### src/rtl/pipelined_alu.sv
// Integer ALU feeding a STAGES-deep result pipeline with valid/ready handshakes.
// Issue-to-result latency is STAGES cycles; empty stages collapse under backpressure.
module pipelined_alu #(
   parameter int XLEN   = 32,
   parameter int STAGES = 2,
   parameter int ROB_W  = 6,
   parameter int PREG_W = 7
) (
   input  logic              clk,
   input  logic              rst,
   input  logic              flush_i,
   input  logic              valid_i,
   output logic              ready_o,
   input  logic [XLEN-1:0]   operand_a_i,
   input  logic [XLEN-1:0]   operand_b_i,
   input  logic [3:0]        alu_op_i,
   input  logic [ROB_W-1:0]  rob_id_i,
   input  logic [PREG_W-1:0] phys_dest_i,
   output logic              valid_o,
   input  logic              ready_i,
   output logic [XLEN-1:0]   result_o,
   output logic [ROB_W-1:0]  rob_id_o,
   output logic [PREG_W-1:0] phys_dest_o,
   output logic              exception_o,
   output logic              busy_o
);

   localparam int SH_W = $clog2(XLEN);

   typedef struct packed {
      logic              exc;
      logic [PREG_W-1:0] dest;
      logic [ROB_W-1:0]  rob;
      logic [XLEN-1:0]   res;
   } beat_t;

   beat_t             alu_dat;
   beat_t             stg_dat [STAGES];
   logic [STAGES-1:0] stg_vld;
   logic [STAGES-1:0] acc;
   logic              issue;
   logic              lt_s;
   logic              lt_u;
   logic [SH_W-1:0]   shamt;

   always_comb begin
      lt_s          = $signed(operand_a_i) < $signed(operand_b_i);
      lt_u          = operand_a_i < operand_b_i;
      shamt         = operand_b_i[SH_W-1:0];
      alu_dat.rob   = rob_id_i;
      alu_dat.dest  = phys_dest_i;
      alu_dat.exc   = 1'b0;
      alu_dat.res   = '0;
      case (alu_op_i)
         4'h0:    alu_dat.res = operand_a_i + operand_b_i;
         4'h1:    alu_dat.res = operand_a_i - operand_b_i;
         4'h2:    alu_dat.res = operand_a_i & operand_b_i;
         4'h3:    alu_dat.res = operand_a_i | operand_b_i;
         4'h4:    alu_dat.res = operand_a_i ^ operand_b_i;
         4'h5:    alu_dat.res = operand_a_i << shamt;
         4'h6:    alu_dat.res = operand_a_i >> shamt;
         4'h7:    alu_dat.res = $signed(operand_a_i) >>> shamt;
         4'h8:    alu_dat.res = XLEN'(lt_s);
         4'h9:    alu_dat.res = XLEN'(lt_u);
         4'hA:    alu_dat.res = lt_s ? operand_a_i : operand_b_i;
         4'hB:    alu_dat.res = lt_s ? operand_b_i : operand_a_i;
         4'hC:    alu_dat.res = lt_u ? operand_a_i : operand_b_i;
         4'hD:    alu_dat.res = lt_u ? operand_b_i : operand_a_i;
         default: alu_dat.exc = 1'b1;
      endcase
   end

   // A stage can take new data if writeback accepts or any stage at or after it is a bubble.
   always_comb begin
      for (int k = 0; k < STAGES; k++) begin
         acc[k] = ready_i;
         for (int j = k; j < STAGES; j++) begin
            if (!stg_vld[j]) acc[k] = 1'b1;
         end
      end
   end

   assign ready_o = acc[0];
   assign issue   = valid_i && ready_o && !flush_i;

   always_ff @(posedge clk) begin
      if (rst) begin
         stg_vld <= '0;
         for (int k = 0; k < STAGES; k++) stg_dat[k] <= '0;
      end else begin
         if (acc[0]) begin
            stg_vld[0] <= issue;
            stg_dat[0] <= alu_dat;
         end
         for (int k = 1; k < STAGES; k++) begin
            if (acc[k]) begin
               stg_vld[k] <= stg_vld[k-1];
               stg_dat[k] <= stg_dat[k-1];
            end
         end
         if (flush_i) stg_vld <= '0;
      end
   end

   assign valid_o     = stg_vld[STAGES-1];
   assign result_o    = stg_dat[STAGES-1].res;
   assign rob_id_o    = stg_dat[STAGES-1].rob;
   assign phys_dest_o = stg_dat[STAGES-1].dest;
   assign exception_o = stg_dat[STAGES-1].exc;
   assign busy_o      = |stg_vld;

endmodule

### config.mk
export PLATFORM = sky130hd
export DESIGN_NAME = pipelined_alu
export DESIGN_NICKNAME = d
export VERILOG_FILES = /design/src/rtl/pipelined_alu.sv
export SDC_FILE = /design/constraint.sdc
export NUM_CORES = 1
export LEC_CHECK = 0
export BUFFER_PORTS_ARGS = -buffer_cell sky130_fd_sc_hd__buf_2
export CAP_MARGIN = 20
export CELL_PAD_IN_SITES_DETAIL_PLACEMENT = 1
export CELL_PAD_IN_SITES_GLOBAL_PLACEMENT = 2
export CORE_MARGIN = 2
export CORE_UTILIZATION = 40
export DETAILED_ROUTE_END_ITERATION = 10
export GPL_TIMING_DRIVEN = 0
export PLACE_DENSITY_LB_ADDON = 0.15
export SLEW_MARGIN = 20
export SYNTH_ARGS = -nofsm -noshare
export SYNTH_HDL_FRONTEND = slang
export SYNTH_SLANG_ARGS = --single-unit
export TNS_END_PERCENT = 1
### constraint.sdc
create_clock -name clk -period 11.5 [get_ports clk]
set_input_delay 0 -clock clk [delete_from_list [all_inputs] [get_ports clk]]
set_output_delay 0 -clock clk [all_outputs]
set_load 0.05 [all_outputs]
After elaboration in Yosys (flattened, before gate mapping)

Memories as Yosys holds them, arrays and structs flattened.
Index checks and enable logic that the tools add are counted.

Register bits after elaboration: 2
Latch bits: 0
Bits in writable memories: 92
Memory bits (read-only): 0
Bits of input ports: 86
Word-level logic and storage cells: 54
Memories kept: 1

Memory list:

| name    | words | bits a word | rd ports | clocked after memory_dff | write ports | line | text |
|---|---|---|---|---|---|---|---|
| stg_dat | 2     | 46          | 2        | 0                        | 2           | 38   | `beat_t stg_dat [STAGES];` |

$add $sub $neg: 2
$mul: 0
Div/mod/pow operators: 0
$lt $le $gt $ge: 2
Equal/unequal tests: 13
Shift-type cells: 3
Multiplexer cells: 19
Bitwise gates (word level): 5
Reductions and logical operators: 7

Operators with widths:

| kind                                                            | count |
|---|---|
| 32-bit one-hot mux with 14 select lines                         | 1 |
| 32-bit 2-to-1 mux                                               | 4 |
| 46-bit 2-to-1 mux                                               | 2 |
| 32-bit < comparator                                             | 2 |
| 32-bit adder                                                    | 1 |
| 32-bit AND                                                      | 1 |
| 32-bit OR                                                       | 1 |
| 32-bit by 5-bit << shifter with 32-bit output                   | 1 |
| 32-bit by 5-bit right shift with 32-bit output                  | 1 |
| 32-bit by 5-bit >>> shifter with 32-bit output                  | 1 |
| 32-bit subtractor                                               | 1 |
| 32-bit bitwise XOR                                              | 1 |
| 4-bit == test, second input constant                            | 6 |
| 4-bit by 3-bit == test with 1-bit output, second input constant | 4 |
| 14-bit OR reduction                                             | 1 |
| 1-bit 2-to-1 mux                                                | 12 |
| 4-bit by 2-bit == test with 1-bit output, second input constant | 2 |
| 4-bit by 1-bit == test with 1-bit output, second input constant | 1 |
| 4-bit zero test                                                 | 1 |
| 2-bit OR reduction                                              | 2 |
| 1-bit logical AND                                               | 2 |
| 1-bit OR                                                        | 2 |
| 1-bit zero test                                                 | 1 |

Logic depth before layout (Yosys ltp)

Gate-level depths: netlist of the first run.

Word-level depth: 6
Gate-level depth with buffers: 17
Gate-level depth less buffers: 12

Worst setup path before layout of the first run

No wires, ideal clock.

Kind: input to register
Start point: in operand_b_i[3]
End point: mem stg_dat[0][29] (netlist bit) (data pin)
Data arrival time: 3,460 ps
Required time: 11,239 ps
Path slack: 7,779 ps
Cell stages on the path: 16
Path buffers: 5
Cells stage by stage: clkbuf_1 -> inv_1 -> clkbuf_1 -> clkbuf_1 -> clkbuf_1 -> ha_1 -> buf_2 -> nor2_1 -> o311ai_1 -> a21oi_1 -> o21ai_1 -> o41ai_1 -> a2111oi_0 -> a211oi_1 -> a31oi_1 -> a221o_1

RTL lines:

| element            | line | text |
|---|---|---|
| start: declaration | 15   | `input logic [XLEN-1:0] operand_b_i,` |
| end: declaration   | 38   |  |

==> impl_metrics.env, run 1 <==
export IMPL_status="finished, final reports clean"
export IMPL_sequentialPowerShare=0.285
export IMPL_worst_path_stages=17
export IMPL_worst_pin_slew_ps=1155
export IMPL_worstSetupPathType="input pin to flip-flop"
export IMPL_hold_depth=2
export IMPL_synth_seq_cells=94
export IMPL_ys_seq_area_frac=0.1992
export IMPL_detailroute_via_count=16570
export IMPL_die_w_microns=191.5
export IMPL_period_minus_slack_ps=5672
export IMPL_hold_violations=0
export IMPL_grt_max_degree=28
export IMPL_fillCellCount=4275
export IMPL_dp_cells=2352
export IMPL_port_buffers=131
export IMPL_cp_cell_sequence="buf_2 > clkbuf_1 > inv_1 > clkbuf_1 > clkbuf_1 > clkbuf_1 > ha_1 > buf_2 > nor2_1 > o311ai_1 > a21oi_1 > o21ai_1 > o41ai_1 > a2111oi_0 > a211oi_1 > a31oi_1 > a221o_1"
export IMPL_drt_total_wl_mm=81.25
export IMPL_critical_path_top_delay_family="compound AO/OA/AOI/OAI gates"
export IMPL_maxSlewHeadroom=0.2228
export IMPL_core_region_area_sq_um=34630
export IMPL_synth_distinct_cells=106
export IMPL_netlist_area_sq_um=14070
export IMPL_synth_ff_type="edfxtp_1"
export IMPL_dieArea_sq_um=36690
export IMPL_synthSimpleGateAreaFrac=0.2023
export IMPL_drt_initial_drc_count=2184
export IMPL_worst_path_most_repeated_cell="clkbuf_1"
export IMPL_synth_area_leaders="edfxtp_1 20%, ha_1 8.6%, mux4_2 6.2%, nor2_1 4.7%, mux2i_1 4.6%"
export IMPL_cpPeakStageDelay_ps=740
export IMPL_cp_slowest_cell="o41ai_1"
export IMPL_io_pins=135
export IMPL_cts_tree="built"
export IMPL_insertion_delay_ps=360
export IMPL_grt_overflow=0
export IMPL_cts_max_level=3
export IMPL_leakagePower_nw=6.652
export IMPL_synth_cells=1761
export IMPL_reg2reg_depth=6
export IMPL_clockPowerShare=0.208
export IMPL_finalSetupViolCount=0
export IMPL_die_h_microns=191.5
export IMPL_synth_top_area_cell="edfxtp_1"
export IMPL_p_comb_frac=0.507
export IMPL_drv_cap=0
export IMPL_viasPerCell=6.946
export IMPL_synthXorXnorAreaFrac=0.007204
export IMPL_dp_final_hpwl_mm=64.64
export IMPL_clk_pin_slew_ps=60
export IMPL_internal_power_w=0.0008024
export IMPL_synthMuxAreaShare=0.1274
export IMPL_cts_setup_buffers=0
export IMPL_synth_fa_ha_area_frac=0.08911
export IMPL_synthArstFlopShare=0
export IMPL_synth_top_area_frac=0.1964
export IMPL_ys_warn_count=0
export IMPL_postSynthAreaPerCell_sq_um=7.989
export IMPL_initial_utilization=0.4063
export IMPL_arrival_ps=5750
export IMPL_tns_ps=0
export IMPL_vdd_drop_max_mv=0.1101
export IMPL_cp_start_kind="input pin"
export IMPL_sw_frac_of_total=0.4476
export IMPL_fin_cells=2385
export IMPL_finish_utilization=0.4577
export IMPL_grt_antenna_before_repair=8
export IMPL_cts_buffer_depth=2
export IMPL_grt_pass1_vias=16150
export IMPL_clockRootBuffer="clkbuf_16"
export IMPL_cp_max_fo=11
export IMPL_cts_sinks=94
export IMPL_drive_gt1_frac=0.1825
export IMPL_fin_worst_skew_ps=6.278
export IMPL_fmax_ghz=0.1763
export IMPL_critical_path_buf_inv_count=7
export IMPL_p_per_area_nw_per_um2=91.67
export IMPL_cts_made_buffers=9
export IMPL_row_count=68
export IMPL_dr_pass1_iters=6
export IMPL_nNetsFinal=2110
export IMPL_finalMaxSlewViolations=0
export IMPL_synth_top_family_by_area="compound AO/OA/AOI/OAI gates"
export IMPL_place_congestion=1.114
export IMPL_rsz0062_at_grt="no"
export IMPL_cp_end_kind="flip-flop"
export IMPL_syn_nets=1946
export IMPL_grt_pass1_wl_mm=115.0
export IMPL_antenna_left=0
export IMPL_synth_edf_count=92
export IMPL_p_switching_w=0.0006503
export IMPL_syn2layout_area_growth_pct=12.65
export IMPL_fin_crit_sh=0.4932
export IMPL_drc=0
export IMPL_min_path_type="input pin to flip-flop"
export IMPL_synth_compound_area_frac=0.2830
export IMPL_grt_use_total=0.4364
export IMPL_required_ps=11580
export IMPL_post_drt_wl_per_cell_microns=34.07
[logic make-up (layout without fill, tap and decap cells)]
family | after synthesis | in the layout
AO/OA/AOI/OAI | 564 | 564
XOR/XNOR | 10 | 10
adder cells (fa/ha/maj) | 99 | 99
buffers and inverters | 278 | 446
flip-flops | 94 | 94
multiplexers | 127 | 127
other | 0 | 1
AND/OR/NAND/NOR | 589 | 589
[path summary, 6_finish.rpt]
kind                                       end  slack (ps)       startpoint
worst max-delay path            stg_dat[0][29]        5830   operand_b_i[3]
worst min-delay path            stg_dat[0][30]          60  operand_b_i[30]
worst max register to register   stg_dat[0][4]        8120       stg_vld[1]
worst min register to register  stg_dat[0][77]         520   stg_dat[0][31]
[stage by stage]
stage | hold slack (ps) | power (W) | area, sq um | setup slack, ps
after global placement | 187.0 | 0.001100 | 15290 | 5682
after floorplan | 76.79 | 0.0008498 | 14070 | 7779
after detailed placement | 191.7 | 0.001112 | 15380 | 5615
final | 62.60 | 0.001453 | 15850 | 5828
after CTS | 47.05 | 0.001418 | 15850 | 5986
after global routing | 59.42 | 0.001491 | 15850 | 5587
[timing repair]
item,CTS,global route
resized for setup,0,0
hold buffers,17,0
endpoints found under the setup margin,0,0
hold endpoints to repair,16,0
[area by class of cell]
class                           instances  area, sq um  share of cell area
Clock inverter                          6        71.32            0.004500
Tap cell                              455        569.3             0.03592
Antenna cell                            1        2.502           0.0001579
Buffer                                175        904.6             0.05708
Timing Repair Buffer                  153        902.1             0.05692
Multi-Input combinational cell       1389         9983              0.6300
Inverter                              103        386.6             0.02440
Sequential cell                        94         2803              0.1769
Clock buffer                            9        225.2             0.01421
[cells in the mapped netlist (9+ instances only)]
master,instances
o211ai_1,40
nand2b_1,19
clkbuf_1,83
ha_1,97
nand4_1,16
buf_1,11
a31oi_1,26
and2_1,69
nand3_1,39
a211oi_1,37
buf_4,51
a2111oi_0,11
a21o_1,13
a22oi_1,11
o2111ai_1,9
nor2_1,176
o311ai_0,13
a221oi_1,24
o22ai_1,18
nor3_1,45
o21ai_0,96
inv_1,99
buf_2,27
edfxtp_1,92
a21oi_1,121
mux2_2,22
nand2_1,149
o221ai_1,21
mux4_2,39
mux2i_1,65
nor4_1,13
a221o_1,12
nor2b_1,16
[layer usage]
metal	global-route usage	up-vias	wire [microns]
met4	0.2107	2	4564
met3	0.1160	293	10160
met5	0	-	13
li1	-	6925	-
met1	0.5757	8106	31960
met2	0.6590	1241	34550
[placed cells by master, fill, tap and decap left out, drive strengths merged, types with 17 or more instances in the layout]
cell	count
clkbuf	92
o21ai	102
a221oi	24
o22ai	18
ha	97
mux2	23
mux2i	65
a211oi	38
nand3	40
nor2	177
and2	71
nand2b	19
a21oi	124
inv	103
a221o	18
dlygate4sd3	17
o221ai	21
nand2	150
edfxtp	92
a31oi	26
o211ai	42
nor3	46
buf	228
mux4	39
[registers in the layout, summed over array words and instances, names as in the netlist]
signal,flops
stg_dat,92
stg_vld,2
[power groups by stage]
stage | logic [W] | registers, W | clock network [W]
floorplan | 0.000432 | 0.000418 | 0
global placement | 0.000682 | 0.000419 | 0
detailed placement | 0.000692 | 0.000421 | 0
CTS | 0.000700 | 0.000414 | 0.000304
global route | 0.000761 | 0.000416 | 0.000314
finish | 0.000737 | 0.000413 | 0.000303
Note: power is estimated with default switching activity, not from simulation.
==> inputs of run 2 (changes only) <==
- CORE_UTILIZATION: 40 -> 37
- clock period: 11.5 -> 5.7 ns (I/O delays scaled with it)
==> run 2 against run 1 <==
Routed wire length rose by 3.4%; cell area rose by 0.49%; total power rose by 100%.
==> impl_metrics.env, run 2 (synthesized netlist as in run 1, its figures left out) <==
export IMPL_status="finished, final reports clean"
export IMPL_drt_initial_drc_count=1914
export IMPL_required_ps=5780
export IMPL_hold_depth=3
export IMPL_cts_setup_buffers=0
export IMPL_cp_end_kind="flip-flop"
export IMPL_fmax_ghz=0.1850
export IMPL_finalMaxSlewViolations=0
export IMPL_fin_cells=2442
export IMPL_hold_violations=0
export IMPL_fin_worst_skew_ps=6.562
export IMPL_vdd_drop_max_mv=0.1083
export IMPL_die_h_microns=199.0
export IMPL_grt_pass1_wl_mm=117.9
export IMPL_arrival_ps=5490
export IMPL_worstSetupPathType="input pin to flip-flop"
export IMPL_rsz0062_at_grt="no"
export IMPL_antenna_left=0
export IMPL_r2r_start="stg_vld[1]"
export IMPL_drive_gt1_frac=0.1835
export IMPL_cp_start_kind="input pin"
export IMPL_maxSlewHeadroom=0.2340
export IMPL_largest_register="stg_dat"
export IMPL_reg2reg_depth=6
export IMPL_grt_antenna_before_repair=5
export IMPL_port_buffers=131
export IMPL_place_congestion=1.064
export IMPL_cts_sinks=94
export IMPL_leakagePower_nw=6.656
export IMPL_cts_buffer_depth=2
export IMPL_initial_utilization=0.3744
export IMPL_nNetsFinal=2109
export IMPL_fin_total_pwr_w=0.002942
export IMPL_insertion_delay_ps=360
export IMPL_core_region_area_sq_um=37580
export IMPL_period_minus_slack_ps=5405
export IMPL_dieArea_sq_um=39600
export IMPL_grt_use_total=0.4201
export IMPL_min_from="operand_b_i[31]"
export IMPL_timing_rr_end="stg_dat[0][25]"
export IMPL_dp_cells=2408
export IMPL_layout_commonest_cell="nor2_1"
export IMPL_finalSetupViolCount=0
export IMPL_drc=0
export IMPL_min_path_type="input pin to flip-flop"
export IMPL_io_pins=135
export IMPL_detailroute_via_count=16510
export IMPL_finish_utilization=0.4238
export IMPL_worst_pin_slew_ps=1140
export IMPL_tns_ps=0
export IMPL_crit_path_start="operand_b_i[3]"
export IMPL_die_w_microns=199.0
export IMPL_p_per_area_nw_per_um2=184.8
export IMPL_drv_cap=0
export IMPL_cts_made_buffers=9
export IMPL_dp_final_hpwl_mm=67.66
export IMPL_cts_tree="built"
export IMPL_largest_reg_flops=92
export IMPL_post_drt_wl_per_cell_microns=34.40
export IMPL_grt_overflow=0
export IMPL_viasPerCell=6.762
export IMPL_r2r_setup_slack_ps=2180
export IMPL_row_count=71
export IMPL_grt_max_degree=28
export IMPL_layout_common_cells="176 x nor2_1, 158 x buf_2, 149 x nand2_1"
export IMPL_drt_total_wl_mm=84.01
export IMPL_hold_path_end="stg_dat[0][31]"
export IMPL_clockRootBuffer="clkbuf_16"
export IMPL_syn2layout_area_growth_pct=13.20
export IMPL_cp_max_fo=11
export IMPL_fin_crit_sh=0.9482
export IMPL_cts_max_level=3
export IMPL_fillCellCount=4642
export IMPL_clk_pin_slew_ps=70
export IMPL_grt_pass1_vias=15970
export IMPL_dr_pass1_iters=5
export IMPL_reg_top3="stg_dat x92, stg_vld x2"
run 2: changes by cell type in the layout (fill, tap and decap cells not counted), sizes merged:
cell,delta
clkinvlp,-1
inv,+1
diode,+1
clkinv,+1
dlygate4sd3,-1
run 2: layout make-up:
cell class | count | area (sq um) | area share
well taps | 511 | 639.4 | 0.04015
clock inverters | 7 | 71.32 | 0.004478
clock buffers | 9 | 225.2 | 0.01414
multi-input cells | 1389 | 9997 | 0.6277
repair buffers | 152 | 892.1 | 0.05602
inverters | 103 | 386.6 | 0.02428
plain buffers | 175 | 905.9 | 0.05688
flip-flops and latches | 94 | 2803 | 0.1760
diodes | 2 | 5.005 | 0.0003143
run 2: worst max path at each step:
stage | endpoint | slack, ps | cells past startpoint
floorplan | stg_dat[0][29] | 1980 | 16
global placement | stg_dat[0][29] | -500 | 17
detailed placement | stg_dat[0][29] | -410 | 17
CTS | stg_dat[0][29] | 240 | 17
global route | stg_dat[0][29] | 130 | 17
finish | stg_dat[0][10] | 300 | 16
run 2: metal layers:
metal,vias up,global-route usage,part of all wire
met5,-,0,0.00015
met4,2,0.2101,0.058
met3,239,0.08918,0.10
met2,1018,0.6458,0.43
met1,8328,0.5562,0.41
li1,6927,-,-
run 2: critical path, cell delays in order:
cell and delay [ps]:
buf_2 110, clkbuf_1 300, inv_1 150, clkbuf_1 470, clkbuf_1 580, clkbuf_2 470
ha_1 420, nand2b_1 160, o311a_1 300, o21a_4 230, o211ai_1 220, o211ai_2 300
a211oi_2 170, nor3_4 680, nor2_2 340, a221o_2 540
run 2: per-stage QoR:
step	hold WS, ps	cell area (sq um)	worst slack, ps
2_1_floorplan	76.79	14070	1979
3_3_place_gp	185.8	15360	-501.8
3_5_place_dp	187.2	15450	-407.6
4_1_cts	19.20	15920	236.3
5_1_grt	61.45	15920	125.8
6_report	66.31	15930	295.4
run 2: power breakdown:
part | total, W | leakage [nW] | switching, W | internal, W
clock network | 0.000612 | 0.147 | 0.000269 | 0.000342
logic | 0.00150 | 5.40 | 0.00104 | 0.000458
registers | 0.000835 | 1.11 | 0.0000157 | 0.000819
run 2: timing repair:
item                                    4_1_cts  5_1_grt
endpoints found under the setup margin        1        2
endpoints found under the hold margin        16        0
gates resized for setup                       1        2
hold buffers                                 16        0
